## src/rtl/dircc_mailbox_pkg.sv

```systemverilog
// Shared types and constants for the mailbox ingress path.
// Header layout: one flag bit above a 15-bit payload word count.
package dircc_mailbox_pkg;

    localparam int unsigned MEM_ADDR_W    = 15;
    localparam int unsigned MEM_DATA_W    = 16;
    localparam int unsigned HDR_TRUNC_BIT = 15;
    localparam int unsigned HDR_LEN_MSB   = 14;
    localparam int unsigned HDR_LEN_W     = HDR_LEN_MSB + 1;
    localparam int unsigned ADDR_LIMIT    = 20480;

    typedef enum logic [1:0] {
        ST_IDLE,
        ST_PAYLOAD,
        ST_HEADER,
        ST_DROP
    } mbx_state_t;

    typedef struct packed {
        logic                 trunc;
        logic [HDR_LEN_W-1:0] len;
    } mbx_hdr_t;

endpackage

```

## src/rtl/dircc_slot_ring.sv

```systemverilog
// Write/read pointers and occupancy for a power-of-2 ring of slots.
// Commit and release in the same cycle advance both pointers with no net count change.
module dircc_slot_ring #(
    parameter  int unsigned NUM_SLOTS = 8,
    localparam int unsigned PTR_W     = $clog2(NUM_SLOTS),
    localparam int unsigned CNT_W     = PTR_W + 1
) (
    input  logic             clk,
    input  logic             reset,
    input  logic             commit,
    input  logic             release_pulse,
    output logic [PTR_W-1:0] wr_ptr,
    output logic [PTR_W-1:0] rd_ptr,
    output logic [CNT_W-1:0] count,
    output logic             full_c,
    output logic             empty_c
);

    logic do_release;
    logic do_commit;

    assign full_c  = (count == CNT_W'(NUM_SLOTS));
    assign empty_c = (count == '0);

    // A release on an empty ring is ignored; a commit on a full ring needs a matching release.
    always_comb begin
        do_release = release_pulse && !empty_c;
        do_commit  = commit && (!full_c || do_release);
    end

    always_ff @(posedge clk) begin
        if (reset) begin
            wr_ptr <= '0;
            rd_ptr <= '0;
            count  <= '0;
        end else begin
            if (do_commit)  wr_ptr <= wr_ptr + PTR_W'(1);
            if (do_release) rd_ptr <= rd_ptr + PTR_W'(1);
            if (do_commit && !do_release)
                count <= count + CNT_W'(1);
            else if (!do_commit && do_release)
                count <= count - CNT_W'(1);
        end
    end

endmodule

```

## src/rtl/dircc_mailbox_writer.sv

```systemverilog
// Packet ingress: writes beats into a ring of fixed-size mailbox slots, then a length header.
// Memory writes are combinational from the accepted beat; the header goes out in a dedicated cycle.
module dircc_mailbox_writer
    import dircc_mailbox_pkg::*;
#(
    parameter  int unsigned BASE_ADDR  = 32'h4000,
    parameter  int unsigned NUM_SLOTS  = 8,
    parameter  int unsigned SLOT_WORDS = 64,
    localparam int unsigned PTR_W      = $clog2(NUM_SLOTS),
    localparam int unsigned CNT_W      = PTR_W + 1
) (
    input  logic                  clk,
    input  logic                  reset,
    input  logic [MEM_DATA_W-1:0] in_data,
    input  logic                  in_valid,
    input  logic                  in_sop,
    input  logic                  in_eop,
    output logic                  in_ready,
    output logic [MEM_ADDR_W-1:0] mem_address,
    output logic                  mem_chipselect,
    output logic                  mem_write,
    output logic [MEM_DATA_W-1:0] mem_writedata,
    output logic [1:0]            mem_byteenable,
    output logic                  mem_clken,
    input  logic                  release_pulse,
    output logic [PTR_W-1:0]      wr_slot,
    output logic [PTR_W-1:0]      rd_slot,
    output logic [CNT_W-1:0]      slots_used,
    output logic [15:0]           drop_count,
    output logic                  irq
);

    localparam int unsigned SLOT_SHIFT = $clog2(SLOT_WORDS);
    localparam int unsigned OFF_W      = SLOT_SHIFT + 1;

    if (BASE_ADDR + NUM_SLOTS * SLOT_WORDS > ADDR_LIMIT) begin : g_bad_window
        $fatal(1, "dircc_mailbox_writer: slot ring exceeds the memory window");
    end
    if (NUM_SLOTS < 2 || NUM_SLOTS > 64 || (NUM_SLOTS & (NUM_SLOTS - 1)) != 0) begin : g_bad_slots
        $fatal(1, "dircc_mailbox_writer: NUM_SLOTS must be a power of 2 in 2..64");
    end
    if (SLOT_WORDS < 4 || SLOT_WORDS > 1024 || (SLOT_WORDS & (SLOT_WORDS - 1)) != 0) begin : g_bad_words
        $fatal(1, "dircc_mailbox_writer: SLOT_WORDS must be a power of 2 in 4..1024");
    end

    mbx_state_t            state;
    logic [OFF_W-1:0]      offset;
    logic                  trunc;
    logic                  ring_full;
    logic                  ring_empty;
    logic                  slot_at_end;
    logic [MEM_ADDR_W-1:0] slot_base;
    mbx_hdr_t              hdr;

    dircc_slot_ring #(
        .NUM_SLOTS (NUM_SLOTS)
    ) u_ring (
        .clk           (clk),
        .reset         (reset),
        .commit        (state == ST_HEADER),
        .release_pulse (release_pulse),
        .wr_ptr        (wr_slot),
        .rd_ptr        (rd_slot),
        .count         (slots_used),
        .full_c        (ring_full),
        .empty_c       (ring_empty)
    );

    assign in_ready       = (state != ST_HEADER);
    assign mem_chipselect = mem_write;
    assign mem_byteenable = 2'b11;
    assign mem_clken      = 1'b1;
    assign slot_at_end    = (offset == OFF_W'(SLOT_WORDS));
    assign slot_base      = MEM_ADDR_W'(BASE_ADDR) + (MEM_ADDR_W'(wr_slot) << SLOT_SHIFT);

    // offset is the next payload word; the count is always offset-1, capped at SLOT_WORDS-1.
    always_comb begin
        hdr.trunc = trunc;
        hdr.len   = HDR_LEN_W'(offset - OFF_W'(1));
    end

    always_comb begin
        mem_write     = 1'b0;
        mem_address   = slot_base + MEM_ADDR_W'(offset);
        mem_writedata = in_data;
        case (state)
            ST_IDLE: begin
                if (in_valid && in_sop && !ring_full) begin
                    mem_write   = 1'b1;
                    mem_address = slot_base + MEM_ADDR_W'(1);
                end
            end
            ST_PAYLOAD: mem_write = in_valid && !slot_at_end;
            ST_HEADER: begin
                mem_write     = 1'b1;
                mem_address   = slot_base;
                mem_writedata = hdr;
            end
            default: ;
        endcase
    end

    always_ff @(posedge clk) begin
        if (reset) begin
            state      <= ST_IDLE;
            offset     <= '0;
            trunc      <= 1'b0;
            drop_count <= '0;
            irq        <= 1'b0;
        end else begin
            irq <= !ring_empty;
            case (state)
                ST_IDLE: begin
                    if (in_valid && in_sop) begin
                        if (!ring_full) begin
                            offset <= OFF_W'(2);
                            trunc  <= 1'b0;
                            state  <= in_eop ? ST_HEADER : ST_PAYLOAD;
                        end else begin
                            if (drop_count != 16'hFFFF) drop_count <= drop_count + 16'd1;
                            state <= in_eop ? ST_IDLE : ST_DROP;
                        end
                    end
                end
                ST_PAYLOAD: begin
                    if (in_valid) begin
                        if (slot_at_end) trunc  <= 1'b1;
                        else             offset <= offset + OFF_W'(1);
                        if (in_eop) state <= ST_HEADER;
                    end
                end
                ST_HEADER: state <= ST_IDLE;
                ST_DROP: begin
                    if (in_valid && in_eop) state <= ST_IDLE;
                end
                default: state <= ST_IDLE;
            endcase
        end
    end

endmodule

```

## config.mk

```make
export PLATFORM = sky130hd
export DESIGN_NAME = dircc_mailbox_writer
export DESIGN_NICKNAME = d
export VERILOG_FILES = /design/src/rtl/dircc_mailbox_pkg.sv /design/src/rtl/dircc_slot_ring.sv /design/src/rtl/dircc_mailbox_writer.sv
export SDC_FILE = /design/constraint.sdc
export NUM_CORES = 1
export LEC_CHECK = 0
export BUFFER_PORTS_ARGS = -buffer_cell sky130_fd_sc_hd__buf_2
export CAP_MARGIN = 0
export CORE_UTILIZATION = 47
export CTS_BUF_LIST = sky130_fd_sc_hd__clkbuf_8
export CTS_CLUSTER_SIZE = 8
export DETAILED_ROUTE_END_ITERATION = 8
export PLACE_DENSITY_LB_ADDON = 0.1
export SYNTH_ARGS = -nofsm -noshare
export SYNTH_HDL_FRONTEND = slang
export SYNTH_SLANG_ARGS = --single-unit
export TNS_END_PERCENT = 30
```

## constraint.sdc

```tcl
create_clock -name clk -period 2.7 [get_ports clk]
set_clock_uncertainty 0.05 [all_clocks]
set_input_delay 0.54 -clock clk [delete_from_list [all_inputs] [get_ports clk]]
set_output_delay 0.54 -clock clk [all_outputs]
set_load 0.02 [all_outputs]
```

Yosys cells after proc, flatten, opt, wreduce, memory -nomap -nowiden. Index checks and enable logic that the tools add are counted.

Bits of input ports: 22. Logic and storage cells: 79. Register bits: 37.

$add $sub $neg: 10. Multiplexer cells: 25. Equality and inequality tests: 14. Reduce and logical (&&, ||, !) cells: 22.

Operators by type and width (count): 15-bit case mux with 2 select lines (1); 7-bit two-way mux (4); 16-bit by 1-bit adder with 16-bit output, second input constant (1); 16-bit two-way mux (1); 16-bit inequality test, second input constant (1); 2-bit inequality test, second input constant (8); 15-bit by 1-bit adder with 15-bit output, second input constant (1); 15-bit by 7-bit adder with 15-bit output (1); 15-bit by 9-bit adder with 15-bit output, first input constant (1); 15-bit two-way mux (1); 2-bit two-way mux (7); 7-bit case mux with 2 select lines (1); 5-bit AND reduction (2); 1-bit logical AND (8); 4-bit two-way mux (2); 2-bit case mux with 4 select lines (1); 4-bit AND reduction (2); 7-bit by 1-bit subtractor with 8-bit output, second input constant (1); 7-bit by 1-bit adder with 7-bit output, second input constant (1); 7-bit equality test, second input constant (1); 3-bit by 1-bit adder with 3-bit output, second input constant (2); 1-bit zero test (5); 1-bit two-way mux (5); 4-bit by 1-bit adder with 4-bit output, second input constant (1); 10 further kinds (12).

Longest topological paths before layout.
Depth in word-level cells: 9. Mapped depth: 12. Mapped depth without buffers: 10.

Modules after synthesis. A second synthesis with hierarchy kept.

Cells, all modules: 302. Area total of the unflattened synthesis: 2456.1 µm².

Modules (own cells, without submodules): dircc_mailbox_writer (instances 1, cells each 246, area an instance 1920.6 µm²); dircc_slot_ring (instances 1, cells each 56, area an instance 535.5 µm²).

Worst setup path before layout. OpenSTA, ideal clock, no wires.

Kind: register to register. Start point: register u_ring.count[0]. End point: register u_ring.count[3]. Slack: -297 ps. Data arrival time: 2826 ps. Period minus slack after synthesis: 2997 ps. Path buffers: 1. Setup time: 121 ps. Cell stages (with the launch flop): 12. Cells stage by stage: dfxtp_1 > or4b_1 > buf_2 > o21bai_1 > inv_1 > ha_1 > inv_1 > ha_1 > a21o_1 > a21oi_1 > mux2i_1 > mux2_2.

Longest elaborated chain between the ends: 8. Elaborated cells between the ends (all ways): 16. Those cells by class: 2 x add/sub; 1 x eq/ne; 2 x mux; 11 x reduce/logical.

Ends and longest elaborated chain: start: declaration (line dircc_slot_ring.sv:14) `output logic [CNT_W-1:0] count,`; start signal: assignment (line dircc_slot_ring.sv:40) `count <= count + CNT_W'(1);`; start signal: assignment (line dircc_slot_ring.sv:42) `count <= count - CNT_W'(1);`; 4-bit zero test (line dircc_slot_ring.sv:23) `assign empty_c = (count == '0);`; 1-bit zero test (line dircc_slot_ring.sv:27) `do_release = release_pulse && !empty_c;`; 1-bit logical AND (line dircc_slot_ring.sv:27); 1-bit logical OR (*) (line dircc_slot_ring.sv:28) `do_commit = commit && (!full_c || do_release);`; 1-bit logical AND (*) (line dircc_slot_ring.sv:28); via u_ring.do_commit (line dircc_slot_ring.sv:20) `logic do_commit;`; 1-bit zero test (line dircc_slot_ring.sv:41) `else if (!do_commit && do_release)`; 1-bit logical AND (line dircc_slot_ring.sv:41); 2-bit nonzero test (no source line).

The timed path passes the listed nets; every way through them passes the cells marked *. The select of a mux whose other input is x is not followed. A chain may end at the register's enable or synchronous reset.

Worst setup path in the final report.
Start point: register u_ring.count[1]. End point: output mem_write.

Longest elaborated chain between the ends: 5.

Ends and longest elaborated chain: 4-bit equality test (line dircc_slot_ring.sv:22) `assign full_c = (count == CNT_W'(NUM_SLOTS));`; 1-bit zero test (line dircc_mailbox_writer.sv:88) `if (in_valid && in_sop && !ring_full) begin`; 1-bit logical AND (line dircc_mailbox_writer.sv:88); 1-bit two-way mux (line dircc_mailbox_writer.sv:88); 1-bit case mux with 3 select lines (line dircc_mailbox_writer.sv:86) `case (state)`; end: declaration (line dircc_mailbox_writer.sv:21) `output logic mem_write,`.

Every way passes these cells.

==> flow_metrics.env <==
export IMPL_yosysSeqAreaShare=0.302
export IMPL_rr_startpoint="u_ring.count[1]$_SDFFE_PP0P_"
export IMPL_cp_slowest_cell="or4b_4"
export IMPL_synthDistinctLibCells=53
export IMPL_via_per_inst=5.29
export IMPL_numCtsBuffers=5
export IMPL_cts_clk_slew_worst_paths_ns=0.08
export IMPL_power_density_nw_per_um2=623
export IMPL_setup_viol=0
export IMPL_wl_mm=6.00
export IMPL_use_met1=0.302
export IMPL_crit_start="u_ring.count[1]$_SDFFE_PP0P_"
export IMPL_placed_area_um2=2950
export IMPL_grt_total_usage=0.230
export IMPL_dieWidth_um=74.3
export IMPL_p_sw_mw=0.695
export IMPL_final_area_um2=3110
export IMPL_slowest_delay_ns=0.55
export IMPL_crit_family="simple AND/OR/NAND/NOR gates"
export IMPL_rsz0062_at_grt="true"
export IMPL_worst_pin_slew_ns=0.672
export IMPL_start_util=0.503
export IMPL_maxSlewHeadroom=0.540
export IMPL_diodes=0
export IMPL_timing_final_max_slew_violations=0
export IMPL_ant_nets=0
export IMPL_clkSinkCount=37
export IMPL_clock_fmax_mhz=372
export IMPL_rows=25
export IMPL_regArea_um2=751
export IMPL_clockBufferDepth=2
export IMPL_netlist_instances=304
export IMPL_critPathCaptureType="output port"
export IMPL_place_inst=440
export IMPL_cp_required_ns=2.11
export IMPL_htree_levels=2
export IMPL_drive_above_1_share=0.341
export IMPL_cts_tree="done"
export IMPL_crit_end="mem_write"
export IMPL_crit_chain="or4b_4 > buf_4 > a31oi_4 > nor2_4 > or2_2 > buf_2"
export IMPL_fin_crit_ns=2.69
export IMPL_worst_hold_path_type="reg2reg"
export IMPL_fin_cells=448
export IMPL_gr_usage_met2=0.385
export IMPL_grt_use_met3=0.0447
export IMPL_netlist_area_um2=2450
export IMPL_grt_pass1_vias=2102
export IMPL_fillCellCount=472
export IMPL_dp_hpwl_mm=4.39
export IMPL_drv_cap=0
export IMPL_power_mw=1.93
export IMPL_port_buffers=77
export IMPL_dr_first_iter_drc_count=99
export IMPL_reg2reg_slack_ns=0.10
export IMPL_swShare=0.360
export IMPL_synth_seq_cells=37
export IMPL_synth_edf_count=0
export IMPL_hold_violations=0
export IMPL_hold_depth=2
export IMPL_p_leak_nw=1.47
export IMPL_async_flop_share=0
export IMPL_max_vdd_ir_drop_mv=0.648
export IMPL_grt_max_degree=31
export IMPL_num_vias=2368
export IMPL_nets=415
export IMPL_internal_power_mw=1.24
export IMPL_fp_dieH_um=74.3
export IMPL_reg2regPathDepth=10
export IMPL_area_growth_pct=26.6
export IMPL_cts_root_buf="clkbuf_8"
export IMPL_syn_area_per_cell_um2=8.07
export IMPL_busiest_layer="met2"
export IMPL_combPwrFrac=0.400
export IMPL_die_area_um2=5510
export IMPL_cp_max_fo=9
export IMPL_whs_ns=0.462
export IMPL_synth_main_ff_cell="dfxtp_1"
export IMPL_gp_routability_congestion=0.785
export IMPL_drc=0
export IMPL_pwr_share_clk=0.266
export IMPL_first_pass_iters=4
export IMPL_crit_type="reg2out"
export IMPL_multi_input_area_um2=1610
export IMPL_period_share=0.995
export IMPL_critPathLaunchType="flip-flop"
export IMPL_p_seq_frac=0.335
export IMPL_core_area_um2=4880
export IMPL_antenna_found_initial=0
export IMPL_r2r_end="u_ring.count[3]$_SDFFE_PP0P_"
export IMPL_arrival_ns=2.10
export IMPL_yosysWarningCount=0
export IMPL_cts_hold_buf=0
export IMPL_clk_latency_ns=0.29
export IMPL_crit_cells=6
export IMPL_final_util=0.636
export IMPL_status="finished, final reports clean"
export IMPL_overflow=0
export IMPL_crit_buf_inv=2
export IMPL_grt_pass1_wl_mm=9.81
export IMPL_wl_per_cell_um=13.4
export IMPL_ios=86
cells by family after synthesis:
group | count (synthesis) | synth area share
other cells | 2 | 0.00306
simple gates | 117 | 0.248
flops | 37 | 0.302
compound gates | 64 | 0.175
xor+xnor | 13 | 0.0464
fa+ha+maj | 13 | 0.0694
buf+inv | 40 | 0.0760
mux | 18 | 0.0801
area by class of cell:
| cell class | count | share of cell area |
|---|---|---|
| Multi-Input combinational cell | 233 | 0.519 |
| Sequential cell | 37 | 0.242 |
| Inverter | 12 | 0.0153 |
| Clock inverter | 2 | 0.0121 |
| Timing Repair Buffer | 91 | 0.158 |
| Clock buffer | 6 | 0.0266 |
| Tap cell | 67 | 0.0270 |
stage by stage:
step	setup WS [ns]	TNS, ns
after global placement	0.117	0
after floorplan	-0.00511	-0.00511
after global routing	-0.0456	-0.148
after CTS	0.00177	0
after detailed placement	0.0490	0
final	0.0129	0
flip-flops by register name, summed over array words and instances, names as in the netlist:
register       count
u_ring.rd_ptr      3
u_ring.count       4
drop_count        16
irq                1
trunc              1
u_ring.wr_ptr      3
offset             7
state              2
cells in the mapped netlist (all sizes together), types with 4 or more instances:
cell type | instances | area share
nand4 | 4 | 0.010
a211oi | 4 | 0.012
or4 | 4 | 0.012
mux2i | 5 | 0.020
inv | 11 | 0.017
dfxtp | 37 | 0.30
nor3 | 5 | 0.010
a21o | 9 | 0.028
xor2 | 6 | 0.021
nor2 | 34 | 0.052
buf | 13 | 0.034
nor4 | 6 | 0.015
mux2 | 13 | 0.060
a21oi | 16 | 0.033
nand2 | 21 | 0.032
a311oi | 5 | 0.018
ha | 12 | 0.061
xnor2 | 7 | 0.025
o21ai | 14 | 0.029
nor2b | 13 | 0.033
nand3 | 10 | 0.020
clkbuf | 15 | 0.023
worst min path at each step:
stage                                          start                         end  slack [ns]
after floorplan                   trunc$_SDFFE_PP0P_          trunc$_SDFFE_PP0P_        0.44
after global routing           state[0]$_SDFFE_PP0P_       state[0]$_SDFFE_PP0P_        0.51
after CTS                 drop_count[1]$_SDFFE_PP0P_  drop_count[1]$_SDFFE_PP0P_        0.46
after global placement    drop_count[1]$_SDFFE_PP0P_  drop_count[1]$_SDFFE_PP0P_        0.45
final                     drop_count[1]$_SDFFE_PP0P_  drop_count[1]$_SDFFE_PP0P_        0.46
after detailed placement  drop_count[1]$_SDFFE_PP0P_  drop_count[1]$_SDFFE_PP0P_        0.45
power by group through the flow:
stage | registers (mW) | clock network, mW | logic (mW)
after floorplan | 0.726 | 0 | 0.462
after global placement | 0.652 | 0 | 0.736
after detailed placement | 0.655 | 0 | 0.749
after CTS | 0.644 | 0.520 | 0.767
after global routing | 0.655 | 0.541 | 0.851
final | 0.647 | 0.513 | 0.773
layout by cell type, fill, tap and decap left out, types with 9 or more instances in the layout:
master	count
buf_4	14
nor2b_1	13
nor2_1	33
mux2_2	13
a21o_1	9
inv_1	10
nand2_1	21
dfxtp_1	33
a21oi_1	15
o21ai_0	14
nand3_1	10
buf_2	77
ha_1	10
layer usage:
layer / vias to the layer above / wire length [µm] / share of wire
met5: - / 0 / 0
met1: 1094 / 2880 / 0.48
met2: 45 / 2860 / 0.48
met4: 0 / 60 / 0.010
li1: 1223 / - / -
met3: 6 / 205 / 0.034
worst min-delay path, stage by stage (launching register included):
cell and delay, ns:
dfxtp_1 0.35, nand2_1 0.07, mux2i_1 0.05
what timing repair did:
action / CTS / global route
setup buffers: 0 / 0
endpoints found under the hold margin: 0 / 0
pin swaps: 1 / 0
gates resized for setup: 5 / 3
setup endpoints to repair: 6 / 13
No activity file was read; power rests on OpenSTA's default activity.
